**src/rtl/hazard_pkg.sv**
```systemverilog
// Shared definitions for the hazard control unit: branch codes, FSM states,
// default register-address width and the branch-taken decode.
package hazard_pkg;

   localparam int HZ_REG_AW = 5;

   localparam logic [1:0] BR_NONE = 2'b00;
   localparam logic [1:0] BR_BEQ  = 2'b01;
   localparam logic [1:0] BR_BNE  = 2'b10;
   localparam logic [1:0] BR_JMP  = 2'b11;

   typedef enum logic [1:0] {
      IDLE  = 2'd0,
      STALL = 2'd1,
      FLUSH = 2'd2
   } hz_state_e;

   function automatic logic br_taken(input logic [1:0] br, input logic eq);
      logic t;
      t = 1'b0;
      case (br)
         BR_NONE: t = 1'b0;
         BR_BEQ:  t = eq;
         BR_BNE:  t = ~eq;
         BR_JMP:  t = 1'b1;
         default: t = 1'b0;
      endcase
      return t;
   endfunction

endpackage

```
**src/rtl/hazard_sat_counter.sv**
```systemverilog
// Saturating up-counter: counts cycles with inc high, sticks at all-ones.
module hazard_sat_counter #(
   parameter int CNT_W = 16
) (
   input  logic             clk,
   input  logic             rst_n,
   input  logic             inc,
   output logic [CNT_W-1:0] cnt
);

   logic [CNT_W-1:0] cnt_q, cnt_d;

   always_comb begin
      cnt_d = cnt_q;
      if (inc && (cnt_q != '1)) begin
         cnt_d = cnt_q + 1'b1;
      end
   end

   always_ff @(posedge clk or negedge rst_n) begin
      if (!rst_n) begin
         cnt_q <= '0;
      end else begin
         cnt_q <= cnt_d;
      end
   end

   assign cnt = cnt_q;

endmodule

```
**src/rtl/hazard_control_unit.sv**
```systemverilog
// Load-use stall / branch flush controller between IF/ID and ID/EX.
// Optional stall/flush cycle counters are built when HAZARD_PERF_CNT_EN is defined.
//
// state | meaning
// IDLE  | outputs decoded combinationally from the current ID/EX inputs
// STALL | holding PC and IF/ID, bubbling ID/EX for the rest of a load-use stall
// FLUSH | clearing IF/ID for the rest of a taken branch/jump
module hazard_control_unit
   import hazard_pkg::*;
#(
   parameter int REG_AW      = HZ_REG_AW,
   parameter int LOAD_LAT    = 1,
   parameter int FLUSH_DEPTH = 1,
   parameter int CNT_W       = 16
) (
   input  logic              clk,
   input  logic              rst,
   input  logic              ID_EX_mem_read,
   input  logic [REG_AW-1:0] ID_EX_rt,
   input  logic [REG_AW-1:0] IF_ID_rs,
   input  logic [REG_AW-1:0] IF_ID_rt,
   input  logic [1:0]        branch,
   input  logic              equal,
   output logic              pc_write,
   output logic              IF_ID_write,
   output logic              mux_hz_unit,
   output logic              flush,
   output logic              busy
`ifdef HAZARD_PERF_CNT_EN
   ,
   output logic [CNT_W-1:0]  stall_cnt,
   output logic [CNT_W-1:0]  flush_cnt
`endif
);

   localparam int MAX_LEN = (LOAD_LAT > FLUSH_DEPTH) ? LOAD_LAT : FLUSH_DEPTH;
   localparam int CW      = $clog2(MAX_LEN) + 1;

   // The first hazard cycle is spent in IDLE, so the counter covers the remainder.
   localparam logic [CW-1:0] STALL_INIT = CW'((LOAD_LAT > 1) ? LOAD_LAT - 2 : 0);
   localparam logic [CW-1:0] FLUSH_INIT = CW'((FLUSH_DEPTH > 1) ? FLUSH_DEPTH - 2 : 0);

   hz_state_e       state_q, state_d;
   logic [CW-1:0]   cnt_q, cnt_d;
   logic            hz;
   logic            taken;

   assign hz = ID_EX_mem_read && (ID_EX_rt != '0) &&
               ((IF_ID_rs == ID_EX_rt) || (IF_ID_rt == ID_EX_rt));
   assign taken = br_taken(branch, equal);

   always_comb begin
      state_d     = state_q;
      cnt_d       = cnt_q;
      pc_write    = 1'b1;
      IF_ID_write = 1'b1;
      mux_hz_unit = 1'b1;
      flush       = 1'b0;
      busy        = 1'b0;
      case (state_q)
         IDLE: begin
            if (hz) begin
               pc_write    = 1'b0;
               IF_ID_write = 1'b0;
               mux_hz_unit = 1'b0;
               if (LOAD_LAT > 1) begin
                  state_d = STALL;
                  cnt_d   = STALL_INIT;
               end
            end else if (taken) begin
               flush = 1'b1;
               if (FLUSH_DEPTH > 1) begin
                  state_d = FLUSH;
                  cnt_d   = FLUSH_INIT;
               end
            end
         end
         STALL: begin
            pc_write    = 1'b0;
            IF_ID_write = 1'b0;
            mux_hz_unit = 1'b0;
            busy        = 1'b1;
            if (cnt_q == '0) begin
               state_d = IDLE;
            end else begin
               cnt_d = cnt_q - 1'b1;
            end
         end
         FLUSH: begin
            flush = 1'b1;
            busy  = 1'b1;
            if (cnt_q == '0) begin
               state_d = IDLE;
            end else begin
               cnt_d = cnt_q - 1'b1;
            end
         end
         default: begin
            state_d = IDLE;
            cnt_d   = '0;
         end
      endcase
   end

   always_ff @(posedge clk or negedge rst) begin
      if (!rst) begin
         state_q <= IDLE;
         cnt_q   <= '0;
      end else begin
         state_q <= state_d;
         cnt_q   <= cnt_d;
      end
   end

`ifdef HAZARD_PERF_CNT_EN
   hazard_sat_counter #(.CNT_W(CNT_W)) u_stall_cnt (
      .clk   (clk),
      .rst_n (rst),
      .inc   (~pc_write),
      .cnt   (stall_cnt)
   );

   hazard_sat_counter #(.CNT_W(CNT_W)) u_flush_cnt (
      .clk   (clk),
      .rst_n (rst),
      .inc   (flush),
      .cnt   (flush_cnt)
   );
`endif

endmodule

```
**config.mk**
```make
export PLATFORM = sky130hd
export DESIGN_NAME = hazard_control_unit
export DESIGN_NICKNAME = d
export VERILOG_FILES = /design/src/rtl/hazard_pkg.sv /design/src/rtl/hazard_sat_counter.sv /design/src/rtl/hazard_control_unit.sv
export SDC_FILE = /design/constraint.sdc
export NUM_CORES = 1
export LEC_CHECK = 0
export BUFFER_PORTS_ARGS = -buffer_cell sky130_fd_sc_hd__buf_2
export CORE_AREA = 2 2 39 41
export DETAILED_ROUTE_END_ITERATION = 8
export DIE_AREA = 0 0 41 43
export MAX_ROUTING_LAYER = met4
export PLACE_DENSITY = 0.49
export REMOVE_ABC_BUFFERS = 1
export SYNTH_ARGS = -nofsm -noshare
export SYNTH_HDL_FRONTEND = slang
export SYNTH_SLANG_ARGS = --single-unit
```
**constraint.sdc**
```tcl
create_clock -name clk -period 1.3 [get_ports clk]
set_input_delay 0.26 -clock clk [delete_from_list [all_inputs] [get_ports clk]]
set_output_delay 0.26 -clock clk [all_outputs]
set_load 0.05 [all_outputs]
```
==> reports/qor.yml <==
ys_types: 11
grt_antenna_before_repair: 0
finalPower_mw: 0.1775
drt_pre_antenna_iters: 1
cp_max_fo: 3
rows: 14
cp-start-kind: "input port"
grtUsageTotal_pct: 6.879
via_per_inst: 4.016
drt_iter0_drc: 0
violations: "setup timing"
grt_pass1_vias: 252
ir_drop_v: 0.00009408
io_buffer_count: 23
outcome: "complete, but fails checks"
worst_hold_slack_ns: 0.8693
synth_area_leader_cell: "xnor2_1"
antenna_cells: 0
synth.top_cells.by_area: "xnor2_1 (46%), buf_4 (12%), a31oi_2 (6.6%)"
finalHoldViolations: 0
rsz0062_at_grt: "yes"
grt_pass1_wl_um: 876
timing.fmax_ghz: 0.7255
syn_area_um2: 188.9
clock_buffers: 0
die_area_um2: 1763
seq_area_frac_synth_pct: 0
drt_wl_total_um: 575
fin_nets: 69
timing.final.crit_share_pct: 106.0
detail-route-antenna-nets: 0
worstPathRequired_ns: 1.04
post-cts-setup-buffer-count: 0
dp_hpwl_um: 470.6
critPathLaunch: "IF_ID_rt[3]"
overflow: 0
slowest_stage: "o22ai_2"
cp-end-kind: "output port"
cp.buffers_inverters: 2
p_leak_nw: 0.2150
crit_top_cell: "buf_6"
gp_congestion: 0.5389
seqCellArea_um2: 0
path_class: "input port to output port"
avgSynthCellArea_um2: 7.557
synth.top_cell.area_share_pct: 46.36
area_growth_pct: 144.4
fin_ws_ns: -0.07827
die_y_um: 43
dieWidth_um: 41
initial_core_util_pct: 13.65
hp-class: "input port to output port"
cp_top_family: "buffers and inverters"
cpPeakStageDelay_ns: 0.20
grt_start_max_net_pins: 4
crit_chain: "buf_6, xnor2_2, nand3_1, o22ai_2, nand3_2, buf_6"
crit_path_end: "IF_ID_write"
drive_gt1_share_pct: 78.26
io_pins: 26
cap_violations: 0
design.seq.count: 0
drcViolationCount: 0
yosysWarnings: 0
yosysMostFrequentCell: "xnor2_1"
fin_crit_ns: 1.378
cts_hold_buf: 0
drv_slew: 0
synthCells: 25
design.core.area_um2: 1384
power-per-cell-area_nw_per_um2: 384.5
holdPathStages: 3
setup_viol: 4
vias: 249
arrival_ns: 1.12
synth_top_cells_by_count: "xnor2_1 (10), buf_4 (3), nand2_1 (3)"
wire_per_inst_um: 9.274
cp.depth: 6
tightest hold or removal path, delay by kind of cell:
family          cells  cell delay (ns)
buf+inv             2             0.25
compound gates      1             0.09
where the power goes:
| group | switching, mW | total (mW) | internal, mW |
|---|---|---|---|
| combinational | 0.0795 | 0.178 | 0.0980 |
| clock | 0 | 0 | 0 |
| sequential | 0 | 0 | 0 |
| total | 0.0795 | 0.178 | 0.0980 |
metal layers:
metal | global-route usage, % | wire, µm
met1 | 6.070 | 176
met2 | 15.00 | 315
met3 | 0 | 83
met4 | 0 | 0
met5 | - | 0
worst min path at each step:
stage | startpoint | endpoint | slack [ns]
after floorplan | ID_EX_mem_read | flush | 0.77
after global placement | ID_EX_mem_read | flush | 0.88
after detailed placement | ID_EX_mem_read | flush | 0.88
after CTS | ID_EX_mem_read | flush | 0.85
after global routing | ID_EX_mem_read | flush | 0.88
final | ID_EX_mem_read | flush | 0.87
stage by stage:
step / setup TNS (ns) / setup WS, ns / cells / instance area [µm²] / utilization, %
CTS: -0.2828 / -0.08236 / 62 / 451.7 / 32.64
detailed placement: -0.7307 / -0.1958 / 62 / 309.0 / 22.33
finish: -0.2805 / -0.07827 / 62 / 461.7 / 33.36
global placement: -0.6721 / -0.1795 / 62 / 309.0 / 22.33
floorplan: -2.313 / -0.7475 / 22 / 166.4 / -
global route: -0.5169 / -0.1393 / 62 / 461.7 / 33.36
kinds of logic (layout without fill, tap and decap cells):
group | count (synthesis) | in the layout | share of synthesized area [%]
other cells | 1 | 1 | 1.985
xor+xnor | 10 | 10 | 46.36
mux | 1 | 1 | 5.298
buf+inv | 3 | 24 | 11.92
simple gates | 8 | 8 | 21.19
compound gates | 2 | 2 | 13.24
area by class of cell:
cell class | count | area, µm²
tap | 16 | 20.02
fill | 163 | 922.1
timing repair buffer | 24 | 210.2
multi-input combinational | 22 | 231.5
cell usage in the layout (no fill, tap or decap):
master    n
buf_4     1
xnor2_2   8
conb_1    1
nor2_1    1
mux2i_1   1
buf_6    14
xnor2_1   2
nor3_1    1
o22ai_2   1
nand3_1   1
a31oi_2   1
nand2_1   3
buf_2     9
nand3_2   2
repair_timing:
action	4_1_cts	5_1_grt
pin swaps	9	1
setup endpoints to repair	4	4
resized for setup	30	2
endpoints found under the hold margin	0	0
No activity file was read; power rests on OpenSTA's default activity.
